--- src/rtl/cache_mem_arbiter_if.sv ---
// cache_mem_arbiter_if: memory-side bus shared by icache, dcache, memory and the arbiter
// Signals:
//   i_mem_*   icache refill request/address and returned data/valid
//   d_mem_*   dcache fill/store request, store data and returned data/valid
//   mem_*     single external memory port
//   grant_d   debug flag, high while the dcache owns the port
// Modports: slave = arbiter side, master = caches + memory side.
interface cache_mem_arbiter_if #(
    parameter int ADDR_WIDTH = 32,
    parameter int DATA_WIDTH = 32
);
    logic                  i_mem_req;
    logic [ADDR_WIDTH-1:0] i_mem_addr;
    logic [DATA_WIDTH-1:0] i_mem_rdata;
    logic                  i_mem_valid;
    logic                  d_mem_req;
    logic                  d_mem_we;
    logic [ADDR_WIDTH-1:0] d_mem_addr;
    logic [DATA_WIDTH-1:0] d_mem_wdata;
    logic [DATA_WIDTH-1:0] d_mem_rdata;
    logic                  d_mem_valid;
    logic                  mem_req;
    logic                  mem_we;
    logic [ADDR_WIDTH-1:0] mem_addr;
    logic [DATA_WIDTH-1:0] mem_wdata;
    logic [DATA_WIDTH-1:0] mem_rdata;
    logic                  mem_valid;
    logic                  grant_d;

    modport slave (
        input  i_mem_req, i_mem_addr, d_mem_req, d_mem_we, d_mem_addr, d_mem_wdata,
               mem_rdata, mem_valid,
        output i_mem_rdata, i_mem_valid, d_mem_rdata, d_mem_valid,
               mem_req, mem_we, mem_addr, mem_wdata, grant_d
    );

    modport master (
        output i_mem_req, i_mem_addr, d_mem_req, d_mem_we, d_mem_addr, d_mem_wdata,
               mem_rdata, mem_valid,
        input  i_mem_rdata, i_mem_valid, d_mem_rdata, d_mem_valid,
               mem_req, mem_we, mem_addr, mem_wdata, grant_d
    );
endinterface

--- src/rtl/cache_mem_arbiter.sv ---
// cache_mem_arbiter: shares one memory port between icache refill and dcache fill/store engines
// Ports:
//   clk   sole clock, rising edge
//   rst   synchronous active-high reset
//   bus   cache_mem_arbiter_if.slave (icache, dcache, memory port, grant_d debug)
// Grants last a whole transaction (BURST_LEN-beat fill or single-beat store) and
// always pass through IDLE for at least one cycle between owners.
// Build option ARB_RR_EN: round-robin arbitration; undefined = dcache has fixed priority.
module cache_mem_arbiter #(
    parameter int BURST_LEN  = 8,
    parameter int ADDR_WIDTH = 32,
    parameter int DATA_WIDTH = 32
) (
    input logic                clk,
    input logic                rst,
    cache_mem_arbiter_if.slave bus
);
    localparam int CW = $clog2(BURST_LEN);

    typedef enum logic [1:0] {IDLE = 2'd0, GNT_I = 2'd1, GNT_D = 2'd2} state_t;

    state_t                r_state;
    state_t                w_next;
    logic [CW-1:0]         r_cnt;
    logic                  r_single;
    logic                  w_pick_d;
    logic                  w_own_req;
    logic                  w_last;
    logic                  w_gi;
    logic                  w_gd;
    logic [ADDR_WIDTH-1:0] w_addr;
    logic [DATA_WIDTH-1:0] w_wdata;

`ifdef ARB_RR_EN
    // 0 = icache preferred on a tie, 1 = dcache preferred
    logic r_ptr;
    always_ff @(posedge clk) begin
        if (rst)
            r_ptr <= 1'b0;
        else if (r_state != IDLE && w_next == IDLE)
            r_ptr <= (r_state == GNT_I);
    end
    assign w_pick_d = bus.d_mem_req && (!bus.i_mem_req || r_ptr);
`else
    assign w_pick_d = bus.d_mem_req;
`endif

    assign w_gi = (r_state == GNT_I);
    assign w_gd = (r_state == GNT_D);

    always_comb begin
        w_own_req = w_gd ? bus.d_mem_req : bus.i_mem_req;
        w_last    = r_single || (r_cnt == CW'(BURST_LEN - 1));
        // Owner dropping req before its last beat aborts the grant
        w_next    = (r_state == IDLE) ?
                        ((bus.i_mem_req || bus.d_mem_req) ? (w_pick_d ? GNT_D : GNT_I) : IDLE) :
                    ((w_gi || w_gd) && w_own_req && !(bus.mem_valid && w_last)) ? r_state : IDLE;
    end

    always_ff @(posedge clk) begin
        if (rst) begin
            r_state  <= IDLE;
            r_cnt    <= '0;
            r_single <= 1'b0;
        end else begin
            r_state  <= w_next;
            r_cnt    <= (r_state == IDLE || w_next == IDLE) ? '0 : r_cnt + CW'(bus.mem_valid);
            if (r_state == IDLE)
                r_single <= w_pick_d && bus.d_mem_we;
        end
    end

    assign w_addr          = w_gd ? bus.d_mem_addr : bus.i_mem_addr;
    assign w_wdata         = bus.d_mem_wdata;
    assign bus.mem_req     = (w_gi && bus.i_mem_req) || (w_gd && bus.d_mem_req);
    assign bus.mem_we      = w_gd && bus.d_mem_we;
    assign bus.mem_addr    = w_addr;
    assign bus.mem_wdata   = w_wdata;
    assign bus.i_mem_valid = w_gi && bus.mem_valid;
    assign bus.d_mem_valid = w_gd && bus.mem_valid;
    assign bus.i_mem_rdata = bus.mem_rdata;
    assign bus.d_mem_rdata = bus.mem_rdata;
    assign bus.grant_d     = w_gd;
endmodule

--- src/flat_wrapper.sv ---
// flat-port wrapper written by rule: the top's interface ports become plain ports
module cache_mem_arbiter_flat 
#(
    parameter int BURST_LEN  = 8,
    parameter int ADDR_WIDTH = 32,
    parameter int DATA_WIDTH = 32
)
  (clk, rst, bus_i_mem_req, bus_i_mem_addr, bus_d_mem_req, bus_d_mem_we, bus_d_mem_addr, bus_d_mem_wdata, bus_mem_rdata, bus_mem_valid, bus_i_mem_rdata, bus_i_mem_valid, bus_d_mem_rdata, bus_d_mem_valid, bus_mem_req, bus_mem_we, bus_mem_addr, bus_mem_wdata, bus_grant_d);
  cache_mem_arbiter_if #(.ADDR_WIDTH(ADDR_WIDTH), .DATA_WIDTH(DATA_WIDTH)) bus_i ();
  input logic clk;
  input logic rst;
  input wire logic [$bits(bus_i.i_mem_req)-1:0] bus_i_mem_req;
  input wire logic [$bits(bus_i.i_mem_addr)-1:0] bus_i_mem_addr;
  input wire logic [$bits(bus_i.d_mem_req)-1:0] bus_d_mem_req;
  input wire logic [$bits(bus_i.d_mem_we)-1:0] bus_d_mem_we;
  input wire logic [$bits(bus_i.d_mem_addr)-1:0] bus_d_mem_addr;
  input wire logic [$bits(bus_i.d_mem_wdata)-1:0] bus_d_mem_wdata;
  input wire logic [$bits(bus_i.mem_rdata)-1:0] bus_mem_rdata;
  input wire logic [$bits(bus_i.mem_valid)-1:0] bus_mem_valid;
  output wire logic [$bits(bus_i.i_mem_rdata)-1:0] bus_i_mem_rdata;
  output wire logic [$bits(bus_i.i_mem_valid)-1:0] bus_i_mem_valid;
  output wire logic [$bits(bus_i.d_mem_rdata)-1:0] bus_d_mem_rdata;
  output wire logic [$bits(bus_i.d_mem_valid)-1:0] bus_d_mem_valid;
  output wire logic [$bits(bus_i.mem_req)-1:0] bus_mem_req;
  output wire logic [$bits(bus_i.mem_we)-1:0] bus_mem_we;
  output wire logic [$bits(bus_i.mem_addr)-1:0] bus_mem_addr;
  output wire logic [$bits(bus_i.mem_wdata)-1:0] bus_mem_wdata;
  output wire logic [$bits(bus_i.grant_d)-1:0] bus_grant_d;
  assign bus_i.i_mem_req = bus_i_mem_req;
  assign bus_i.i_mem_addr = bus_i_mem_addr;
  assign bus_i.d_mem_req = bus_d_mem_req;
  assign bus_i.d_mem_we = bus_d_mem_we;
  assign bus_i.d_mem_addr = bus_d_mem_addr;
  assign bus_i.d_mem_wdata = bus_d_mem_wdata;
  assign bus_i.mem_rdata = bus_mem_rdata;
  assign bus_i.mem_valid = bus_mem_valid;
  assign bus_i_mem_rdata = bus_i.i_mem_rdata;
  assign bus_i_mem_valid = bus_i.i_mem_valid;
  assign bus_d_mem_rdata = bus_i.d_mem_rdata;
  assign bus_d_mem_valid = bus_i.d_mem_valid;
  assign bus_mem_req = bus_i.mem_req;
  assign bus_mem_we = bus_i.mem_we;
  assign bus_mem_addr = bus_i.mem_addr;
  assign bus_mem_wdata = bus_i.mem_wdata;
  assign bus_grant_d = bus_i.grant_d;
  cache_mem_arbiter #(.BURST_LEN(BURST_LEN), .ADDR_WIDTH(ADDR_WIDTH), .DATA_WIDTH(DATA_WIDTH)) u_core (.clk(clk), .rst(rst), .bus(bus_i));
endmodule
--- config.mk ---
export PLATFORM = sky130hd
export DESIGN_NAME = cache_mem_arbiter_flat
export DESIGN_NICKNAME = d
export VERILOG_FILES = /design/src/rtl/cache_mem_arbiter_if.sv /design/src/rtl/cache_mem_arbiter.sv /design/src/flat_wrapper.sv
export SDC_FILE = /design/constraint.sdc
export NUM_CORES = 1
export LEC_CHECK = 0
export ABC_CLOCK_PERIOD_IN_PS = 1750
export CORE_AREA = 2 2 103 105
export CTS_CLUSTER_SIZE = 16
export DETAILED_ROUTE_END_ITERATION = 10
export DIE_AREA = 0 0 105 107
export PLACE_DENSITY = 0.58
export SLEW_MARGIN = 5
export SYNTH_ARGS = -nofsm -noshare
export SYNTH_HDL_FRONTEND = slang
export SYNTH_SLANG_ARGS = --single-unit
--- constraint.sdc ---
create_clock -name clk -period 1.75 [get_ports clk]
set_input_delay 0.2625 -clock clk [delete_from_list [all_inputs] [get_ports clk]]
set_output_delay 0.2625 -clock clk [all_outputs]
set_load 0.02 [all_outputs]
* Word-level counts from Yosys, hierarchy flattened
Cells that the tools add are included. W data, S select, Z words.
Storage, ports and cells: register bits 6, latch bits 0, RAM bits 0, memory bits (read-only) 0, input bits 134, output and inout port bits 133, memories kept 0
Operators by class: add/subtract/negate cells 1, $mul 0, divide/modulo/power cells 0, $lt $le $gt $ge 0, equal/unequal tests 3, shift-type cells 0, multiplexer cells 6, bitwise operators 0, reductions and logical operators 18
Operator list (number):
- $mux W32 | 1
- $logic_and A1 B1 Y1 | 9
- $mux W2 | 4
- $logic_or A1 B1 Y1 | 5
- $logic_not A2 Y1 | 2
- $add A3 B1 Y3 | 1
- $eq A3 B3 Y1 const B | 1
- $eq A2 B1 Y1 const B | 1
- $eq A2 B2 Y1 const B | 1
- $reduce_or A2 Y1 | 1
- $logic_not A1 Y1 | 1
- $mux W1 | 1

* Logic depth before layout (Yosys ltp)
Gate-level depths: netlist of run 1.
depth after elaboration 10, depth in mapped cells 6

* Worst setup path before layout of run 1
OpenSTA, ideal clock, no wires.
kind reg2out, from reg u_core.r_state[0], to out bus_mem_addr[10], arrival 1.457 ns, required time 1.487 ns, setup slack 0.031 ns, stages on the path, launching flop included 6, cells stage by stage dfxtp_1 -> inv_1 -> ha_1 -> buf_6 -> buf_2 -> mux2_2
On the way: word-level cells in the longest chain between the ends 2
RTL lines:
- start: declaration | line cache_mem_arbiter.sv:22 | state_t r_state;
- start signal: assignment | line cache_mem_arbiter.sv:66 | r_state <= w_next;
- $eq A2 B2 Y1 | line cache_mem_arbiter.sv:49 | assign w_gd = (r_state == GNT_D);
- via bus_grant_d | line flat_wrapper.sv:28 | output wire logic [$bits(bus_i.grant_d)-1:0] bus_grant_d;
- $mux W32 | line cache_mem_arbiter.sv:73 | assign w_addr = w_gd ? bus.d_mem_addr : bus.i_mem_addr;
- end: declaration | line flat_wrapper.sv:26 | output wire logic [$bits(bus_i.mem_addr)-1:0] bus_mem_addr;
The timed path passes the listed nets, and every way through them passes these cells.

* Worst setup path after layout of run 1
from reg u_core.r_state[0], to out bus_mem_addr[14]
On the way: word-level cells in the longest chain between the ends 2
RTL lines (line):
- $eq A2 B2 Y1 | cache_mem_arbiter.sv:49
- $mux W32 | cache_mem_arbiter.sv:73
No other way between the ends.

==> reports/results.ini, run 1 <==
[worst_setup_path]
r2r_setup_slack_ns=0.10
setup.worst_path.end=bus_mem_addr[14]
rr_worst_depth=8
reg2reg_to=u_core.r_cnt[2]
reg2reg_from=u_core.r_state[0]
critPathLaunchType=flip-flop
worst-path-max-fanout=5
end_kind=output port
crit_arrival_ns=1.48
critical_path_required_ns=1.49
startpoint=u_core.r_state[0]
critical_path_class=reg -> out

[yosys]
yosysUniqueCellTypes=24
synth_largest_area_cell=buf_4
synth_area_mm2=0.00146
netlist_instances=166
synth.net_count=305
ys_warn_count=0
synth_area_leaders=buf_4 49%, mux2_2 25%, dfxtp_1 8.2%, ha_1 4.3%, nand4_4 1.5%
ys_ff_latch=6
seq_area_frac_synth_pct=8.22
postSynthAreaPerCell_um2=8.80
synth.top_cell.area_share_pct=49.3

[drt]
vias=1094
first_iter_violations=22
vias_per_cell=3.36
wirelength_um=4180
first_pass_iters=2
drc=0
antenna_left=0
wire_per_inst_um=12.8

[cts]
cts_made_buffers=3
cts_tree=yes
cts_buffer_depth=2
cts_hold_buf=0
root_buffer=clkbuf_8
path_clk_slew_ns=0.04
htree_levels=1
clk_latency_ns=0.22
cts.sink_count=6

[pwr]
seq_power_share_pct=16.2
clkPwrFrac_pct=23.1
vdd_drop_max_uv=117
internal_power_uw=620
p_total_uw=890
p_sw_share_pct=30.4
pwr-share-comb_pct=60.7
powerDensity_mw_per_mm2=424
p_switching_uw=270
power.static_leakage_uw=0.000841

[final_layout]
fin_util_pct=20.8
fin_cells=326
finalInstanceArea_mm2=0.00210
mostFrequentLayoutCell=clkdlybuf4s50_1
final_cell_mix=69 x clkdlybuf4s50_1, 24 x mux2_2, 22 x buf_2
layout.nets=331
n_fill_cell=1148
area_growth_pct=43.7
drive_gt1_share_pct=48.4
n_antenna_cell=0

[global_routing]
grt_pass1_vias=1127
grt_pass1_wl_um=5910
grt_max_degree=12
grt-ovfl-total=0
grt_antenna_before_repair=0
grt_use_total_pct=6.64

[die]
rows=37
dieArea_mm2=0.0112
core_mm2=0.0101
start_util_pct=14.5
die_w_um=105
die_y_um=107
ios=267

[flow_run]
cap_violations=0

[timing]
rsz0062_at_grt=yes
finalHoldViolCount=0
setup_violations=0
relSlewSlack_pct=84.0
drv_slew=0
timing.fmax_mhz=573
fin_skew_ns=0.000584
tightest_slew_ns=0.238
period_share_pct=99.7
setup_slack_ns=0.00459
final.min_clock_period_ns=1.75

[worst_hold_path]
hp-class=reg -> reg
min_from=u_core.r_single

[status]
status=completed

[placement]
dp.cells=317
place_area_mm2=0.00204
hpwl_um=3350
gp_congestion=0.613
numPortBuffers=106
dp_slack_ns=-0.202

==> timing repair <==
item,4_1_cts,5_1_grt
endpoints found under the setup margin,36,33
cloned,2,0
gates resized for setup,146,28
setup buffers,3,3
pin swaps,0,1
==> cell usage after synthesis <==
cell / n
o21ai_0: 2
nor3_1: 1
nand2b_1: 1
dfxtp_1: 6
nand3_1: 1
nand4_4: 1
nor2_1: 1
nand4_1: 1
xnor2_1: 1
buf_4: 96
nor3b_1: 2
a21oi_1: 1
buf_6: 1
mux2_2: 32
nor3b_2: 1
a22o_1: 1
mux2_4: 1
nand3b_1: 1
and2_1: 3
buf_2: 3
or4bb_1: 1
inv_1: 2
ha_1: 5
nand2_1: 1
==> power by group through the flow <==
stage,clock [uW],combinational (uW),sequential (uW)
after floorplan,0,535,145
after global placement,0,534,145
after detailed placement,0,537,145
after CTS,214,518,144
after global routing,223,571,145
final,206,540,144
==> worst max-delay path, stage by stage (launching register included) <==
cell and delay, ns:
dfxtp_2 0.31, inv_2 0.07, ha_4 0.21, buf_12 0.14, buf_6 0.09, mux2_4 0.30
buf_6 0.13
==> through the flow <==
stage	hold WS, ns	setup TNS [ns]
after global placement	0.462	-5.56
after detailed placement	0.483	-5.92
after CTS	0.488	-0.736
after global routing	0.510	-0.458
final	0.487	0
after floorplan	0.332	0
==> worst min path at each step <==
stage	endpoint	cells past startpoint
after floorplan	u_core.r_single	1
after detailed placement	u_core.r_single	2
after CTS	u_core.r_single	2
after global placement	u_core.r_single	2
after global routing	u_core.r_single	2
final	u_core.r_single	2
==> layout make-up <==
cell class	count	area (um2)	share of cell area (%)
flip-flops and latches	6	121	5.78
inverters	2	7.51	0.357
well taps	136	170	8.10
clock buffers	3	41.3	1.97
multi-input cells	58	634	30.2
repair buffers	121	1130	53.6
==> layer usage <==
metal,routed length (um),track usage (%),vias up,share of wire [%]
li1,-,-,500,-
met1,1450,6.51,481,35
met2,1910,10.7,79,46
met3,651,4.01,34,16
met4,165,4.19,0,3.9
met5,0,0,-,0
==> kinds of logic after synthesis <==
group	share of synthesized area [%]
mux	25.7
compound gates	1.63
xor+xnor	0.599
flops	8.22
buf+inv	51.6
fa+ha+maj	4.28
simple gates	7.96
==> sequential cells by signal, summed over array words and instances, names as in the netlist <==
name / flops
u_core.r_state: 2
u_core.r_single: 1
u_core.r_cnt: 3
(Power assumes the default switching activity.)
==> inputs of run 2 (changes only) <==
--- a/config.mk
+++ b/config.mk
@@ -11,6 +11,7 @@
 export DETAILED_ROUTE_END_ITERATION = 10
 export DIE_AREA = 0 0 105 107
 export PLACE_DENSITY = 0.58
+export REMOVE_ABC_BUFFERS = 1
 export SLEW_MARGIN = 5
 export SYNTH_ARGS = -nofsm -noshare
 export SYNTH_HDL_FRONTEND = slang
==> run 2 against run 1 <==
Against the previous run:
- routed wire length increased to 2.7 times the previous value
- via count is 23% higher
- count of clock-buffer cells in the layout unchanged
- cell area grew 14%
- highest routed layer unchanged
- flip-flop and latch count stayed put
- register-to-register slack improved by 0.04 ns
- non-clock buffer count is 9 higher
- final cell count is 2.8% higher
- sequential power about the same
- first-iteration DRC count rose to 2.7 times the previous value
- the flow now finishes with violations (setup timing)
==> reports/results.ini, run 2 (same netlist as run 1, synthesis figures left out) <==
[final_layout]
drive_gt1_share_pct=51.3  ; +2.8 points
top_regs=u_core.r_cnt x3, u_core.r_state x2, u_core.r_single x1
area_growth_pct=64.0
final_cell_mix=69 x clkdlybuf4s50_1, 30 x buf_6, 23 x mux2_4
finalInstanceArea_mm2=0.00240  ; +14%
mostFrequentLayoutCell=clkdlybuf4s50_1
layout.nets=340  ; +2.7%
largest_register=u_core.r_cnt
n_antenna_cell=0  ; unchanged
largest_reg_flops=3  ; unchanged

[die]
die_y_um=107  ; unchanged
core_mm2=0.0101  ; unchanged
start_util_pct=14.5  ; unchanged
rows=37  ; unchanged
ios=267  ; unchanged
die_w_um=105  ; unchanged
dieArea_mm2=0.0112  ; unchanged

[global_routing]
grt_use_total_pct=18.8  ; +12 points
grt_pass1_wl_um=13800  ; +130%
grt_pass1_vias=1365  ; +21%
grt_antenna_before_repair=0  ; unchanged
grt_max_degree=10  ; -2
grt-ovfl-total=0  ; unchanged

[pwr]
power.static_leakage_uw=0.00100  ; +19%
powerDensity_mw_per_mm2=423  ; -0.19%
vdd_drop_max_uv=137  ; +17%

[timing]
period_share_pct=104  ; +4.7 points
fin_hold_ws_ns=0.471  ; -0.0168 ns
tightest_slew_ns=0.215  ; -0.0239 ns
rsz0062_at_grt=yes
final.min_clock_period_ns=1.83  ; +0.0817 ns
setup_violations=23  ; +23
setup_slack_ns=-0.0771  ; -0.0817 ns
finalHoldViolCount=0  ; unchanged
drv_slew=0  ; unchanged
fin_skew_ns=0.00119  ; +0.000602 ns
relSlewSlack_pct=85.6  ; +1.6 points
timing.fmax_mhz=547  ; -4.5%
setup_tns_ns=-0.843  ; -0.843 ns

[worst_setup_path]
end_kind=output port
crit_arrival_ns=1.56  ; +0.08 ns
critPathLaunchType=flip-flop
critical_path_class=reg -> out
rr_worst_depth=7  ; -1
worst-path-max-fanout=4  ; -1
critical_path_required_ns=1.49  ; about the same

[drt]
first_iter_violations=59  ; +170%
vias=1344  ; +23%
drc=0  ; unchanged
antenna_left=0  ; unchanged
vias_per_cell=4.01  ; +20%
first_pass_iters=4  ; +2
wire_per_inst_um=33.6  ; +160%
wirelength_um=11200  ; +170%

[status]
status=finished, violations left
violations=setup timing

[placement]
hpwl_um=9330  ; +180%
place_area_mm2=0.00203  ; -0.49%
gp_congestion=0.855  ; +40%
numPortBuffers=106  ; unchanged

[cts]
cts_buffer_depth=2  ; unchanged
root_buffer=clkbuf_8
cts_tree=yes
htree_levels=1  ; unchanged
cts.sink_count=6  ; unchanged
path_clk_slew_ns=0.04  ; about the same
cts_made_buffers=3  ; unchanged
clk_latency_ns=0.22  ; about the same

[worst_hold_path]
hp-class=reg -> reg
holdPathStages=2  ; unchanged

[flow_run]
cap_violations=0  ; unchanged

[run 2: area by class of cell]
cell class | count | area, um2
clock buffer | 3 | 41.3
multi-input combinational | 58 | 682
inverter | 2 | 7.51
fill | 1114 | 7700
timing repair buffer | 130 | 1370
sequential | 6 | 123
tap | 136 | 170
[run 2: through the flow]
stage	setup WS (ns)	power, uW	std cells	util [%]
2_1_floorplan	-0.421	354	66	-
4_1_cts	-0.192	952	334	22.4
3_3_place_gp	-0.235	678	317	20.1
3_5_place_dp	-0.241	678	317	20.1
6_report	-0.0771	1010	335	23.7
5_1_grt	-0.121	1060	335	23.7
[run 2: worst paths after layout]
path	from	end	slack, ns
setup / recovery	u_core.r_state[0]	bus_mem_addr[2]	-0.08
hold / removal	u_core.r_single	u_core.r_single	0.47
setup reg to reg	u_core.r_state[0]	u_core.r_state[0]	0.14
hold reg to reg	u_core.r_single	u_core.r_single	0.47
[run 2: where the power goes]
part | internal, uW | switching (uW) | total, uW
Sequential | 142 | 3.23 | 145
Combinational | 425 | 238 | 663
Clock | 148 | 57.6 | 205
[run 2: timing repair]
item / CTS / global route
pin swaps: 0 / 2
cloned: 5 / 0
setup endpoints to repair: 37 / 36
resized for setup: 160 / 75
buffers inserted: 9 / 2
endpoints found under the hold margin: 0 / 0
hold buffers: 0 / 0
[run 2: worst max-delay path, stage by stage, from the launching register on]
cell     delay [ns]
dfxtp_2        0.32
inv_2          0.05
ha_4           0.17
buf_6          0.13
buf_12         0.12
buf_8          0.12
mux2_4         0.30
buf_6          0.13
[run 2: routing by layer]
| layer | track usage [%] | share of wire [%] |
|---|---|---|
| met2 | 26.8 | 41 |
| met3 | 27.1 | 31 |
| met1 | 15.4 | 28 |
| met5 | 2.38 | 0 |
| met4 | 1.62 | 0.42 |
==> inputs of run 3 (changes only) <==
--- a/config.mk
+++ b/config.mk
@@ -12,6 +12,7 @@
 export DIE_AREA = 0 0 105 107
 export PLACE_DENSITY = 0.58
 export REMOVE_ABC_BUFFERS = 1
+export SETUP_SLACK_MARGIN = 0.1
 export SLEW_MARGIN = 5
 export SYNTH_ARGS = -nofsm -noshare
 export SYNTH_HDL_FRONTEND = slang
==> run 3 against run 2 <==
Against the previous run:
- the flow still finishes with violations (setup timing)
- non-clock buffer count fell by 2
- clock power barely moved
- critical path depth fell by 1
- final cell count fell by 0.60%
==> reports/results.ini, run 3 (same netlist as run 1, synthesis figures left out) <==
[status]
status=finished, violations left
violations=setup timing

[die]
die_w_um=105  ; unchanged
core_mm2=0.0101  ; unchanged
start_util_pct=14.5  ; unchanged
ios=267  ; unchanged
die_y_um=107  ; unchanged
dieArea_mm2=0.0112  ; unchanged
rows=37  ; unchanged

[timing]
timing.fmax_mhz=564  ; +3.1%
setup_violations=19  ; -17%
setup_slack_ns=-0.0222  ; +0.0549 ns
fin_skew_ns=0.00199  ; +0.000799 ns
drv_slew=0  ; unchanged
rsz0062_at_grt=yes
period_share_pct=101  ; -3.1 points
fin_hold_ws_ns=0.472  ; +0.00153 ns
finalHoldViolCount=0  ; unchanged
relSlewSlack_pct=78.8  ; -6.9 points
setup_tns_ns=-0.202  ; +0.641 ns
final.min_clock_period_ns=1.77  ; -0.0549 ns
tightest_slew_ns=0.317  ; +0.103 ns

[pwr]
seq_power_share_pct=14.1  ; -0.2 points
powerDensity_mw_per_mm2=421  ; -0.52%
vdd_drop_max_uv=133  ; -2.7%
p_sw_share_pct=29.7  ; +0.18 points
internal_power_uw=724  ; +1.4%
p_switching_uw=305  ; +2.2%
pwr-share-comb_pct=66.0  ; +0.6 points
clkPwrFrac_pct=19.9  ; -0.4 points
power.static_leakage_uw=0.00101  ; +0.99%

[cts]
cts_tree=yes
cts.sink_count=6  ; unchanged
clk_latency_ns=0.22  ; about the same
path_clk_slew_ns=0.04  ; about the same
cts_hold_buf=0  ; unchanged
root_buffer=clkbuf_8
cts_buffer_depth=2  ; unchanged
htree_levels=1  ; unchanged
cts_made_buffers=3  ; unchanged

[global_routing]
grt_use_total_pct=18.5  ; -0.32 points
grt-ovfl-total=0  ; unchanged
grt_max_degree=10  ; unchanged
grt_antenna_before_repair=0  ; unchanged
grt_pass1_vias=1340  ; -1.8%
grt_pass1_wl_um=13600  ; -1.5%

[flow_run]
cap_violations=0  ; unchanged

[worst_setup_path]
cp_top_family=buffers and inverters
path_depth=6  ; -1
cp_slowest_cell=dfxtp_2
rr_worst_depth=9  ; +2
worst-path-max-fanout=4  ; unchanged
critical_path_class=reg -> out
critPathLaunchType=flip-flop
worst-path-buf-inv=4  ; -1
end_kind=output port
critPathMaxStageDelay_ns=0.31  ; about the same
critical_path_required_ns=1.49  ; about the same
path_cells=inv_2 -> ha_4 -> buf_8 -> clkbuf_16 -> mux2_4 -> buf_6
crit_arrival_ns=1.51  ; -0.05 ns

[final_layout]
finalInstanceArea_mm2=0.00245  ; +2.1%
fin_cells=333  ; -0.60%
layout.nets=338  ; -0.59%
largest_reg_flops=3  ; unchanged
largest_register=u_core.r_cnt
mostFrequentLayoutCell=clkdlybuf4s50_1
drive_gt1_share_pct=54.3  ; +3.1 points
n_antenna_cell=0  ; unchanged
top_regs=u_core.r_cnt x3, u_core.r_state x2, u_core.r_single x1
final_cell_mix=69 x clkdlybuf4s50_1, 39 x buf_6, 25 x mux2_4
area_growth_pct=67.5

[drt]
first_iter_violations=79  ; +34%
first_pass_iters=5  ; +1
antenna_left=0  ; unchanged
vias_per_cell=4.04  ; +0.75%
drc=0  ; unchanged
vias=1346  ; +0.15%
wirelength_um=11300  ; +0.39%
wire_per_inst_um=33.9  ; +0.99%

[placement]
hpwl_um=9330  ; unchanged
place_area_mm2=0.00203  ; unchanged
gp_congestion=0.855  ; unchanged
numPortBuffers=106  ; unchanged
dp.cells=317  ; unchanged

[worst_hold_path]
holdPathStages=2  ; unchanged
hp-class=reg -> reg

==> run 3: path summary, 6_finish.rpt <==
path                     start                end  slack (ns)
max          u_core.r_state[0]    bus_mem_addr[7]       -0.02
min            u_core.r_single    u_core.r_single        0.47
max reg2reg  u_core.r_state[0]  u_core.r_state[0]        0.06
min reg2reg    u_core.r_single    u_core.r_single        0.47
==> run 3: through the flow <==
| step | util, % | setup slack, ns | power [uW] |
|---|---|---|---|
| floorplan | - | -0.421 | 354 |
| global placement | 20.1 | -0.235 | 678 |
| detailed placement | 20.1 | -0.241 | 678 |
| CTS | 21.2 | -0.0501 | 921 |
| global route | 24.2 | -0.0773 | 1080 |
| finish | 24.2 | -0.0222 | 1030 |
==> run 3: repair_timing <==
item | 4_1_cts | 5_1_grt
gates resized for setup | 181 | 80
buffers inserted | 3 | 5
cloned | 4 | 2
pin swaps | 1 | 5
endpoints found under the setup margin | 37 | 39
==> run 3: cell type report <==
type | count | area (um2)
clock buffer | 3 | 41.3
fill | 1112 | 7640
inverter | 2 | 7.51
multi-input combinational | 58 | 713
sequential | 6 | 123
tap | 136 | 170
timing repair buffer | 128 | 1390
==> run 3: per-layer routing <==
metal | GRT usage (%) | routed length [um]
met3 | 27.1 | 3460
met2 | 25.9 | 4630
met5 | 2.38 | 0
met1 | 15.2 | 3160
met4 | 1.71 | 43
==> run 3: tightest hold or removal path: stages, from the launching register on <==
cell and delay (ns):
dfxtp_1 0.30, nand2b_1 0.06, a21oi_1 0.05
==> run 3: power by group through the flow <==
stage,Combinational [uW],Clock [uW],Sequential (uW)
3_3_place_gp,533,0,145
3_5_place_dp,533,0,145
2_1_floorplan,208,0,145
4_1_cts,569,207,145
6_report,680,205,145
5_1_grt,718,219,146
==> variant 1 (settings of run 2) <==
`BURST_LEN` is set to 8 in 2 places; all go to 32.
--- a/src/rtl/cache_mem_arbiter.sv
+++ b/src/rtl/cache_mem_arbiter.sv
@@ -9,3 +9,3 @@
 module cache_mem_arbiter #(
-    parameter int BURST_LEN  = 8,
+    parameter int BURST_LEN  = 32,
     parameter int ADDR_WIDTH = 32,
--- a/src/flat_wrapper.sv
+++ b/src/flat_wrapper.sv
@@ -3,3 +3,3 @@
 #(
-    parameter int BURST_LEN  = 8,
+    parameter int BURST_LEN  = 32,
     parameter int ADDR_WIDTH = 32,
Function: changed (Yosys sat finds a counterexample within 10 cycles, from zero or initial values and one cycle with rst high).
==> variant 1 against run 2 <==
- the flow still finishes with violations (negative setup slack)
- non-clock buffer count fell by 7
- synthesized cell count increased by 7.8%
- first-iteration DRC count up 22%
- worst setup slack improved by 0.047 ns
- area after synthesis is 4.6% higher
- clock skew is 0.00084 ns lower
- clock power grew 12%
- routed wire length increased by 20%
- design area decreased by 8.5%
- hold slack got worse by 0.019 ns
- power is 3.4% lower
- sequential cell count grew 2
- via count increased by 7.1%
- critical path type unchanged
==> variant 1: results (changes against run 2) <==
\begin{tabular}{lr}
\hline
Metric & Value \\
\hline
\multicolumn{2}{l}{\textbf{Outcome}} \\
\quad Result of the run & finished, violations left \\
\quad Failing checks & negative setup slack \\
\multicolumn{2}{l}{\textbf{Route}} \\
\quad Avg Vias per Cell & 4.22 (+5.2\%) \\
\quad Routed length per instance & 39.5 um (+18\%) \\
\quad Initial DRC Count & 72 (+22\%) \\
\multicolumn{2}{l}{\textbf{Final layout}} \\
\quad Registers with the most flip-flops & u\_core.r\_cnt x5, u\_core.r\_state x2, u\_core.r\_single x1 \\
\quad Fin nets & 346 (+1.8\%) \\
\quad Proportion of layout cells with a drive suffix above 1 & 0.434 (-0.0784) \\
\multicolumn{2}{l}{\textbf{Critical path}} \\
\quad Crit Reg-Reg Startpoint & u\_core.r\_state[1] \\
\quad Crit path max-delay cell type & sky130\_fd\_sc\_hd\_\_mux2\_2 \\
\quad R2r worst-path depth & 6 (-1) \\
\quad Data arrival time of the worst path & 1.52 ns (-0.04 ns) \\
\quad Flop-to-flop setup slack & 0.21 ns (+0.07 ns) \\
\quad FF-to-FF End & u\_core.r\_cnt[4] \\
\multicolumn{2}{l}{\textbf{Synth}} \\
\quad Gate Count Post-Synth & 179 (+7.8\%) \\
\quad List of most frequent post-synthesis cells & sky130\_fd\_sc\_hd\_\_buf\_4, sky130\_fd\_sc\_hd\_\_mux2\_2, sky130\_fd\_sc\_hd\_\_dfxtp\_1 \\
\quad Sequential-to-total area share from yosys stat & 0.105 (+0.0226) \\
\quad Leading post-synthesis cells by cell area & sky130\_fd\_sc\_hd\_\_buf\_4, sky130\_fd\_sc\_hd\_\_mux2\_2, sky130\_fd\_sc\_hd\_\_dfxtp\_1 \\
\quad Synth unique cells & 22 (-8.3\%) \\
\multicolumn{2}{l}{\textbf{Placement}} \\
\quad Cell count after placement & 332 (+4.7\%) \\
\quad Detail Placement HPWL & 12200 um (+31\%) \\
\quad Setup WS pre-CTS & -0.211 ns (+0.0294 ns) \\
\quad Gpl congestion & 0.874 (+2.2\%) \\
\multicolumn{2}{l}{\textbf{STA}} \\
\quad Actual transition at the worst max-transition pin & 0.447 ns (+0.232 ns) \\
\quad Setup slack after layout & -0.0302 ns (+0.0470 ns) \\
\quad Post-route clock skew & 0.000343 ns (-0.000843 ns) \\
\quad Final setup viols & 3 (-87\%) \\
\multicolumn{2}{l}{\textbf{CTS}} \\
\quad Cell at the root of the clock tree & sky130\_fd\_sc\_hd\_\_clkbuf\_8 \\
\multicolumn{2}{l}{\textbf{Pwr}} \\
\quad Peak ir drop on the vdd network & 0.129 mV (-5.7\%) \\
\quad Leak pwr & 0.889 nW (-11\%) \\
\multicolumn{2}{l}{\textbf{Global routing}} \\
\quad Antenna violations before repair & 0 (unchanged) \\
\quad Total routing usage reported by global routing & 0.230 (+0.0418) \\
\quad Maximum number of pins on one net before global-route repair & 12 (+2) \\
\hline
\end{tabular}
## variant 1: repair_timing
item / in CTS / in global routing
pin swaps: 0 / 1
cloned: 1 / 0
gates resized for setup: 140 / 41
endpoints found under the hold margin: 0 / 0
setup endpoints to repair: 36 / 34
buffers inserted: 1 / 5
## variant 1: cell type report
| class | count | area [um2] |
|---|---|---|
| multi-input combinational | 66 | 653 |
| timing repair buffer | 123 | 1150 |
| clock buffer | 3 | 41.3 |
| tap | 136 | 170 |
| inverter | 5 | 18.8 |
| sequential | 8 | 161 |
| fill | 1108 | 7900 |
## variant 1: where the power goes
| group | leakage, nW | internal [W] | switching, W |
|---|---|---|---|
| sequential | 0.0653 | 0.000187 | 0.00000251 |
| combinational | 0.802 | 0.000337 | 0.000223 |
| clock | 0.0216 | 0.000150 | 0.0000799 |
## variant 1: kinds of logic (layout without fill, tap and decap cells)
group | count (synthesis) | in the layout | synth area share
buffers and inverters | 105 | 131 | 0.498
muxes | 33 | 33 | 0.242
and+or+nand+nor | 19 | 19 | 0.0687
DFF | 8 | 8 | 0.105
AOI/OAI and AO/OA | 6 | 6 | 0.0278
adders and majority gates | 5 | 5 | 0.0409
xor gates and xnor gates | 3 | 3 | 0.0172
## variant 1: metal layers
layer	vias up	track usage	wire length, um
met3	21	0.243	2820
met2	242	0.437	7340
met4	2	0.0571	312
li1	550	-	-
met5	-	0.0476	52
met1	624	0.139	2960
## variant 1: how the worst min path moves through the flow
stage	slack (ns)	end	cells past startpoint	from
floorplan	0.33	u_core.r_single	1	rst
global placement	0.44	u_core.r_single	2	u_core.r_single
detailed placement	0.45	u_core.r_single	2	u_core.r_single
CTS	0.45	u_core.r_single	2	u_core.r_single
global route	0.49	u_core.r_single	2	u_core.r_single
finish	0.45	u_core.r_single	2	u_core.r_single
## variant 1: through the flow
| step | power [W] | area (um2) | util | hold WS [ns] | TNS (ns) |
|---|---|---|---|---|---|
| after floorplan | 0.000400 | 786 | - | 0.332 | -17.66 |
| after global placement | 0.000727 | 2110 | 0.209 | 0.444 | -6.93 |
| after detailed placement | 0.000733 | 2110 | 0.209 | 0.446 | -7.25 |
| after CTS | 0.000918 | 2040 | 0.202 | 0.451 | -0.263 |
| after global routing | 0.00101 | 2190 | 0.217 | 0.494 | -0.260 |
| final | 0.000979 | 2190 | 0.217 | 0.451 | -0.0452 |
## variant 1: worst max-delay path, delay by kind of cell, from the launching register on
family / cells / cell delay [ns]
flip-flops: 1 / 0.31
multiplexers: 1 / 0.32
buffers and inverters: 4 / 0.46
adder cells (fa/ha/maj): 1 / 0.18
==> variant 2 (flow settings as in run 2) <==
Without the edit above. The 3 states of `state_t` get a one-hot encoding in 3 bits.
--- a/src/rtl/cache_mem_arbiter.sv
+++ b/src/rtl/cache_mem_arbiter.sv
@@ -19,3 +19,3 @@
 
-    typedef enum logic [1:0] {IDLE = 2'd0, GNT_I = 2'd1, GNT_D = 2'd2} state_t;
+    typedef enum logic [2:0] {IDLE = 3'b001, GNT_I = 3'b010, GNT_D = 3'b100} state_t;
 
Formal check against the unedited RTL: same outputs for any inputs over 10 cycles, from zero or initial values and one cycle with rst high; not proved beyond that.
==> variant 2 against run 2 <==
- the run still ends with negative setup slack left
- sequential cell count is 1 higher
- maximum frequency decreased by 5.1%
- routed wire length is 6.1% higher
- area after synthesis up 5.4%
- design area is 2.7% higher
- worst setup slack got worse by 0.099 ns
- count of clock-buffer cells in the layout unchanged
- synthesized cell count up 1.8%
- power fell by 3.6%
==> variant 2: results (changes against run 2) <==
\begin{tabular}{lr}
\hline
Metric & Value \\
\hline
\multicolumn{2}{l}{\textbf{Global routing}} \\
\quad Maximum number of pins on one net before global-route repair & 14 (+4) \\
\quad Total routing usage reported by global routing & 0.196 (+0.00841) \\
\quad Global-route wire length before repair & 14700 um (+6.1\%) \\
\quad Antenna violations before repair & 0 (unchanged) \\
\multicolumn{2}{l}{\textbf{Placement}} \\
\quad Setup WS pre-CTS & -0.421 ns (-0.180 ns) \\
\quad Count of buffers inserted at the top-level ports & 106 (unchanged) \\
\quad Detail Placement HPWL & 10100 um (+7.8\%) \\
\quad Gpl congestion & 0.916 (+7.0\%) \\
\multicolumn{2}{l}{\textbf{STA}} \\
\quad Max\_slew headroom & 0.720 (-0.136) \\
\quad Final TNS setup & -4.24 ns (-3.40 ns) \\
\quad Worst hold slack & 0.499 ns (+0.0289 ns) \\
\quad Final setup viols & 31 (+35\%) \\
\quad Post-route clock skew & 0.00265 ns (+0.00147 ns) \\
\quad Setup slack after layout & -0.176 ns (-0.0991 ns) \\
\multicolumn{2}{l}{\textbf{Synth}} \\
\quad List of most frequent post-synthesis cells & sky130\_fd\_sc\_hd\_\_buf\_4, sky130\_fd\_sc\_hd\_\_mux2\_2, sky130\_fd\_sc\_hd\_\_dfxtp\_1, sky130\_fd\_sc\_hd\_\_nor4b\_1 \\
\quad Leading post-synthesis cells by cell area & sky130\_fd\_sc\_hd\_\_buf\_4, sky130\_fd\_sc\_hd\_\_mux2\_2, sky130\_fd\_sc\_hd\_\_dfxtp\_1 \\
\quad Synth unique cells & 29 (+21\%) \\
\quad Sequential-to-total area share from yosys stat & 0.0910 (+0.00879) \\
\multicolumn{2}{l}{\textbf{Critical path}} \\
\quad Critical path fanouts, max & 6 (+2) \\
\quad CP endpoint kind & output pin \\
\quad Crit Reg-Reg Startpoint & u\_core.r\_state[1] \\
\quad Flop-to-flop setup slack & 0.22 ns (+0.08 ns) \\
\quad FF-to-FF End & u\_core.r\_state[0] \\
\quad R2r worst-path depth & 6 (-1) \\
\quad Data arrival time of the worst path & 1.66 ns (+0.10 ns) \\
\multicolumn{2}{l}{\textbf{Hold path}} \\
\quad WHS Path Cells & 2 (unchanged) \\
\multicolumn{2}{l}{\textbf{Route}} \\
\quad Routed wire length & 11900 um (+6.1\%) \\
\quad Initial DRC Count & 75 (+27\%) \\
\quad Total via count in the routed design & 1380 (+2.7\%) \\
\multicolumn{2}{l}{\textbf{Final layout}} \\
\quad Registers with the most flip-flops & u\_core.r\_cnt x3, u\_core.r\_state x3, u\_core.r\_single x1 \\
\quad Proportion of layout cells with a drive suffix above 1 & 0.532 (+0.0198) \\
\multicolumn{2}{l}{\textbf{Pwr}} \\
\quad Leak pwr & 1.01 nW (+0.66\%) \\
\quad Peak ir drop on the vdd network & 0.293 mV (+110\%) \\
\multicolumn{2}{l}{\textbf{Outcome}} \\
\quad Failing checks & negative setup slack \\
\quad Result of the run & finished, violations left \\
\multicolumn{2}{l}{\textbf{CTS}} \\
\quad Number of buffers inserted during clock tree synthesis & 3 (unchanged) \\
\hline
\end{tabular}
[variant 2: changes by cell type after synthesis, moves of 2 or more]
cell | run 2 | this run
sky130_fd_sc_hd__buf_2 | 3 | 0
sky130_fd_sc_hd__buf_8 | 0 | 2
sky130_fd_sc_hd__nor4b_1 | 0 | 4
sky130_fd_sc_hd__ha_1 | 5 | 2
sky130_fd_sc_hd__nor3b_1 | 2 | 0
sky130_fd_sc_hd__and4bb_2 | 0 | 2
[variant 2: worst max path at each step]
stage	start	to	slack, ns
5_1_grt	u_core.r_state[0]	bus_mem_addr[18]	-0.22
6_report	u_core.r_state[0]	bus_mem_addr[18]	-0.18
3_5_place_dp	bus_mem_valid	bus_i_mem_valid	-0.42
3_3_place_gp	bus_mem_valid	bus_i_mem_valid	-0.44
4_1_cts	u_core.r_state[1]	bus_mem_addr[10]	-0.20
2_1_floorplan	u_core.r_state[2]	bus_mem_addr[0]	-1.10
[variant 2: per-layer routing]
| layer | vias to the layer above | share of wire | track usage |
|---|---|---|---|
| li1 | 540 | - | - |
| met4 | 0 | 0.016 | 0.0314 |
| met1 | 621 | 0.28 | 0.164 |
| met3 | 12 | 0.27 | 0.256 |
| met2 | 207 | 0.43 | 0.290 |
| met5 | - | 0 | 0.0143 |
[variant 2: timing repair]
| action | 4_1_cts | 5_1_grt |
|---|---|---|
| pin swaps | 1 | 1 |
| buffers inserted | 7 | 2 |
| cloned | 2 | 2 |
| resized for setup | 179 | 81 |
| endpoints found under the setup margin | 37 | 35 |
[variant 2: layout make-up]
cell class | instances | area, um2
multi-input cells | 61 | 744
well taps | 136 | 170
flip-flops and latches | 7 | 144
clock buffers | 3 | 41.3
fillers | 1100 | 7630
repair buffers | 128 | 1350
inverters | 1 | 3.75
clock inverters | 1 | 5.00
[variant 2: logic make-up after synthesis]
group / share of synthesized area
DFF: 0.0910
muxes: 0.234
buffers and inverters: 0.510
adders and majority gates: 0.0162
AOI/OAI and AO/OA: 0.0390
and+or+nand+nor: 0.104
xor gates and xnor gates: 0.00569
[variant 2: power groups by stage]
stage               clock [W]  combinational (W)  sequential, W
finish               0.000237           0.000566       0.000174
global route         0.000255           0.000595       0.000175
CTS                  0.000241           0.000469       0.000174
detailed placement          0           0.000475       0.000176
global placement            0           0.000470       0.000176
floorplan                   0           0.000175       0.000179
[variant 2: metrics by stage]
stage          cells  instance area [um2]  power [W]
2_1_floorplan     69                  758   0.000354
3_3_place_gp     320                 2080   0.000646
3_5_place_dp     320                 2080   0.000651
4_1_cts          333                 2140   0.000883
5_1_grt          337                 2460    0.00102
6_report         337                 2460   0.000977
